`config.mk`:
```
export PLATFORM = sky130hd
export DESIGN_NAME = neuron_array_lif
export DESIGN_NICKNAME = d
export VERILOG_FILES = /design/src/rtl/neuron_array_lif.sv
export SDC_FILE = /design/constraint.sdc
export NUM_CORES = 1
export LEC_CHECK = 0
export ABC_CLOCK_PERIOD_IN_PS = 11250
export BUFFER_PORTS_ARGS = -buffer_cell sky130_fd_sc_hd__buf_4
export CORE_UTILIZATION = 50
export DETAILED_ROUTE_END_ITERATION = 10
export MAX_ROUTING_LAYER = met4
export PLACE_DENSITY = 0.69
export SLEW_MARGIN = 0
export SYNTH_ARGS = -nofsm -noshare
export SYNTH_HDL_FRONTEND = slang
export SYNTH_SLANG_ARGS = --single-unit
```
`constraint.sdc`:
```
create_clock -name clk_i -period 11.25 [get_ports clk_i]
set_input_delay 1.6875 -clock clk_i [delete_from_list [all_inputs] [get_ports clk_i]]
set_output_delay 1.6875 -clock clk_i [all_outputs]
set_load 0.1 [all_outputs]
```
`src/rtl/neuron_array_lif.sv`:
```
// Time-multiplexed leaky integrate-and-fire neuron array.
// Events integrate in IDLE; a tick sweeps leak/threshold over every neuron.
module neuron_array_lif #(
    parameter int DATA_W           = 8,
    parameter int NUM_NEURONS      = 16,
    parameter int NUM_WEIGHT_TYPES = 4,
    parameter int NIDX_W           = $clog2(NUM_NEURONS),
    parameter int WSEL_W           = 8
) (
    input  logic                               clk_i,
    input  logic                               rst_i,
    input  logic                               enable_i,
    input  logic [NUM_WEIGHT_TYPES*DATA_W-1:0] weights_i,
    input  logic [DATA_W-1:0]                  leak_value_i,
    input  logic [DATA_W-1:0]                  pos_threshold_i,
    input  logic [DATA_W-1:0]                  neg_threshold_i,
    input  logic [DATA_W-1:0]                  pos_reset_i,
    input  logic [DATA_W-1:0]                  neg_reset_i,
    input  logic                               evt_valid_i,
    output logic                               evt_ready_o,
    input  logic [NIDX_W-1:0]                  evt_neuron_i,
    input  logic [WSEL_W-1:0]                  evt_wsel_i,
    input  logic                               tick_i,
    output logic                               spike_valid_o,
    input  logic                               spike_ready_i,
    output logic [NIDX_W-1:0]                  spike_neuron_o,
    output logic                               busy_o,
    output logic                               sweep_done_o,
    output logic                               tick_drop_o
);

    typedef enum logic [1:0] {
        IDLE,
        SWEEP,
        WAIT_OUT
    } state_t;

    localparam logic [NIDX_W-1:0] LAST_IDX = NIDX_W'(NUM_NEURONS - 1);
    localparam logic [NIDX_W:0]   NUM_N    = (NIDX_W + 1)'(NUM_NEURONS);

    state_t              state_q;
    logic [NIDX_W-1:0]   idx_q;
    logic [DATA_W-1:0]   pot_q [NUM_NEURONS];
    logic                spike_valid_q;
    logic [NIDX_W-1:0]   spike_neuron_q;
    logic                sweep_done_q;
    logic                tick_drop_q;

    logic [DATA_W-1:0]   w_d;
    logic [DATA_W:0]     sum_d;
    logic [DATA_W-1:0]   acc_d;
    logic [DATA_W-1:0]   cur_d;
    logic [DATA_W-1:0]   leak_d;
    logic                fire_d;
    logic                neg_d;
    logic                last_d;
    logic                accept_d;

    assign evt_ready_o    = (state_q == IDLE) && !tick_i;
    assign busy_o         = (state_q != IDLE);
    assign spike_valid_o  = spike_valid_q;
    assign spike_neuron_o = spike_neuron_q;
    assign sweep_done_o   = sweep_done_q;
    assign tick_drop_o    = tick_drop_q;

    // Disabled arrays still handshake events, they just drop them.
    assign accept_d = evt_valid_i && evt_ready_o && enable_i
                      && ({1'b0, evt_neuron_i} < NUM_N);

    always_comb begin
        w_d = '0;
        for (int k = 0; k < NUM_WEIGHT_TYPES; k++) begin
            if (evt_wsel_i == WSEL_W'(k)) begin
                w_d = weights_i[k*DATA_W +: DATA_W];
            end
        end
        sum_d  = {1'b0, pot_q[evt_neuron_i]} + {1'b0, w_d};
        acc_d  = sum_d[DATA_W] ? '1 : sum_d[DATA_W-1:0];
        cur_d  = pot_q[idx_q];
        leak_d = (cur_d > leak_value_i) ? (cur_d - leak_value_i) : '0;
        fire_d = (leak_d >= pos_threshold_i);
        neg_d  = (leak_d <= neg_threshold_i);
        last_d = (idx_q == LAST_IDX);
    end

    always_ff @(posedge clk_i or posedge rst_i) begin
        if (rst_i) begin
            state_q        <= IDLE;
            idx_q          <= '0;
            spike_valid_q  <= 1'b0;
            spike_neuron_q <= '0;
            sweep_done_q   <= 1'b0;
            tick_drop_q    <= 1'b0;
            for (int n = 0; n < NUM_NEURONS; n++) begin
                pot_q[n] <= '0;
            end
        end else begin
            sweep_done_q <= 1'b0;
            tick_drop_q  <= 1'b0;
            if (tick_i && (state_q != IDLE)) begin
                tick_drop_q <= 1'b1;
            end
            if (accept_d) begin
                pot_q[evt_neuron_i] <= acc_d;
            end
            unique case (state_q)
                IDLE: begin
                    if (tick_i && enable_i) begin
                        state_q <= SWEEP;
                        idx_q   <= '0;
                    end
                end
                SWEEP: begin
                    if (fire_d) begin
                        pot_q[idx_q]   <= pos_reset_i;
                        spike_valid_q  <= 1'b1;
                        spike_neuron_q <= idx_q;
                        state_q        <= WAIT_OUT;
                    end else begin
                        pot_q[idx_q] <= neg_d ? neg_reset_i : leak_d;
                        if (last_d) begin
                            state_q      <= IDLE;
                            sweep_done_q <= 1'b1;
                        end else begin
                            idx_q <= idx_q + 1'b1;
                        end
                    end
                end
                WAIT_OUT: begin
                    if (spike_ready_i) begin
                        spike_valid_q <= 1'b0;
                        if (last_d) begin
                            state_q      <= IDLE;
                            sweep_done_q <= 1'b1;
                        end else begin
                            state_q <= SWEEP;
                            idx_q   <= idx_q + 1'b1;
                        end
                    end
                end
                default: state_q <= IDLE;
            endcase
        end
    end

endmodule

```
==> flow_metrics.tcl <==
set metrics [dict create \
    r2r_start "idx_q[0]$_DFFE_PP0P_" \
    drt-initial-drc-count 1185 \
    core_um2 20500 \
    max_freq_ghz 0.146 \
    grtUsageTotal_pct 33.8 \
    layout-drive-gt1-share_pct 24.1 \
    cts_resized 0 \
    via_count 9737 \
    clock_skew_ps 17.2 \
    grt_setup_unrepaired "no" \
    antenna_found_initial 1 \
    post_drt_wl_per_cell_um 24.2 \
    synth-seq-cells 141 \
    final_net_count 1272 \
    totalWireLength_mm 34.4 \
    r2r_end "pot_q[57]$_DFF_PP0_" \
    clkTransAtPathRegs_ps 60 \
    ys_warn_count 0 \
    die_x_um 147 \
    area_growth_pct 15.1 \
    leakage_nw 5.17 \
    antenna_left 0 \
    avgSynthCellArea_um2 9.70 \
    holdCritPathClass "flip-flop to flip-flop" \
    holdPathEnd "spike_neuron_o[3]$_DFFE_PP0P_" \
    place_worst_setup_slack_ps 4520 \
    fin_crit_ps 6850 \
    tightest_slew_ps 1290 \
    ys_types 62 \
    cts-hold-fix-buffers 0 \
    dpl-instance-area_um2 11600 \
    mappedNetlistArea_um2 10600 \
    htree_levels 4 \
    drt_pass1_iterations 6 \
    portBuffers 98 \
    timing.setup.tns_ps 0 \
    setup_viol 0 \
    nFillCells 1732 \
    root_buffer "clkbuf_16" \
    via_per_inst 6.84 \
    max_cap_viol_count 0 \
    cts_tree "yes" \
    clk_latency_ps 440 \
    end_kind "flip-flop" \
    powerDensity_nw_per_um2 342 \
    dieArea_um2 21800 \
    cts_buffers 17 \
    synth_seq_area_share_pct 33.3 \
    grt_pass1_vias 9182 \
    synth_ff_type "dfrtp_1" \
    startpoint_type "flip-flop" \
    relSlewSlack_pct 11.7 \
    min_path_cells 2 \
    crit_required_ps 11500 \
    grt_max_degree 97 \
    critical_path.max_fanout 37 \
    final_area_um2 12200 \
    status "finished, final reports clean" \
    slew_viol_final 0 \
    synth_nets 1223 \
    die_h_um 147 \
    ir_drop_v 0.000242 \
    hold_viol 0 \
    io_pins 99 \
    hp-start "spike_neuron_o[3]$_DFFE_PP0P_" \
    cts_sinks 141 \
    start_util_pct 51.6 \
    drc 0 \
    post_cts_buffers 0 \
    grt_first_pass_wirelength_mm 53.5 \
    finalWorstSetupSlack_ps 4400 \
    syn_inst 1091 \
    r2r_slack_ps 4400 \
    worst-r2r-cell-count 18 \
    critical_path_class "flip-flop to flip-flop" \
    dp.final_hpwl_mm 24.2 \
    arrival_ps 7100 \
    fp-row-count 52 \
    gp_congestion 0.910 \
    synth_edf_count 0 \
    period_share_pct 60.9 \
    overflow 0 \
    synth-async-reset-ratio_pct 100 \
    cts_buffer_depth 2 \
]
worst max-delay path by stage:
stage               cells past startpoint                   to                  from
detailed placement                     18  pot_q[73]$_DFF_PP0_  idx_q[0]$_DFFE_PP0P_
floorplan                              18  pot_q[93]$_DFF_PP0_  idx_q[0]$_DFFE_PP0P_
finish                                 18  pot_q[57]$_DFF_PP0_  idx_q[0]$_DFFE_PP0P_
global placement                       18  pot_q[25]$_DFF_PP0_  idx_q[0]$_DFFE_PP0P_
CTS                                    18  pot_q[57]$_DFF_PP0_  idx_q[0]$_DFFE_PP0P_
global route                           18   pot_q[1]$_DFF_PP0_  idx_q[0]$_DFFE_PP0P_
worst max-delay path, cell delays in order (launching register included):
cell and delay [ps]:
dfrtp_2 340, buf_4 600, mux4_2 590, mux4_2 470
inv_1 120, ha_1 180, inv_1 60, fa_1 420
a211oi_1 350, or3_1 210, a21o_1 320, nor2_1 120
ha_1 310, and3_4 190, a221o_1 350, a22oi_2 370
mux2_2 380, mux2i_1 990, o21ai_0 270
state kept, by name (all words and copies together), names as in the netlist:
register        cells
state_q             2
sweep_done_o        1
spike_valid_o       1
pot_q             128
spike_neuron_o      4
idx_q               4
tick_drop_o         1
through the flow:
step	util, %	hold WS (ps)	std cells	power (mW)
2_1_floorplan	-	517	1091	2.81
5_1_grt	59.4	524	1423	4.42
4_1_cts	59.4	491	1422	4.10
6_report	59.4	482	1423	4.17
3_3_place_gp	56.4	465	1391	3.43
3_5_place_dp	56.4	478	1391	3.50
area by class of cell:
| type | count | area (µm²) | share of cell area, % |
|---|---|---|---|
| diodes | 1 | 2.50 | 0.0205 |
| clock buffers | 21 | 470 | 3.86 |
| flip-flops and latches | 141 | 3530 | 29.0 |
| clock inverters | 10 | 139 | 1.14 |
| well taps | 270 | 338 | 2.77 |
| repair buffers | 127 | 953 | 7.83 |
| multi-input cells | 813 | 6590 | 54.1 |
| inverters | 40 | 155 | 1.27 |
cells in the final DEF (no fill, tap or decap), types with 6 or more instances in the layout:
cell,netlist,routed
and2_1,14,14
a211oi_1,32,32
clkbuf_16,0,17
a21oi_1,33,32
o211ai_1,17,17
nand2_1,42,42
ha_1,40,40
nor2b_1,7,7
nor3_1,24,20
dfrtp_1,141,140
o21ai_0,115,115
or3_1,9,9
mux2i_1,12,12
nand3_1,27,27
mux4_2,88,88
o22ai_1,49,49
nor4_2,0,9
nor2_1,138,138
or4_1,6,6
a211o_1,39,39
inv_1,40,39
nor4_1,16,7
nand2b_1,6,6
buf_4,1,127
and3_1,8,8
a21o_1,26,26
Yosys cell counts, drive strengths merged (9+ instances only):
library cell,n,area share (%)
dfrtp,141,33
nor2,139,5.0
o21ai,117,5.5
mux4,88,19
clkbuf,74,2.6
o22ai,49,2.9
nand2,42,1.5
ha,40,4.7
inv,40,1.4
a211o,39,3.2
a21oi,35,1.7
a211oi,32,2.3
nand3,27,1.3
a21o,26,1.8
nor3,24,1.1
buf,23,1.2
o211ai,17,1.2
nor4,16,0.95
and2,15,0.89
mux2i,12,1.1
and3,9,0.58
or3,9,0.53
cells by family (layout without fill, tap and decap cells):
kind of cell | after synthesis | after routing | synth area share, %
AO/OA/AOI/OAI | 347 | 347 | 21.6
XOR/XNOR | 4 | 4 | 0.331
adder cells (fa/ha/maj) | 42 | 42 | 5.11
buffers and inverters | 137 | 198 | 5.21
flip-flops | 141 | 141 | 33.3
multiplexers | 105 | 105 | 20.4
other | 0 | 1 | 0
AND/OR/NAND/NOR | 315 | 315 | 14.0
layer usage:
metal  GRT usage (%)  share of wire (%)  up-vias  wire length, µm
met5               -                  0        -                0
met4            13.8                3.8        0             1310
met3            8.49                 10      115             3530
met2            51.0                 46      561            16000
met1            43.6                 40     4780            13600
li1                -                  -     4281                -
report_power, final:
group | switching [mW] | internal [mW] | total, mW
registers | 0.207 | 0.755 | 0.962
logic | 1.59 | 1.02 | 2.61
clock network | 0.233 | 0.365 | 0.598
Power figures use the tool's default switching activity.
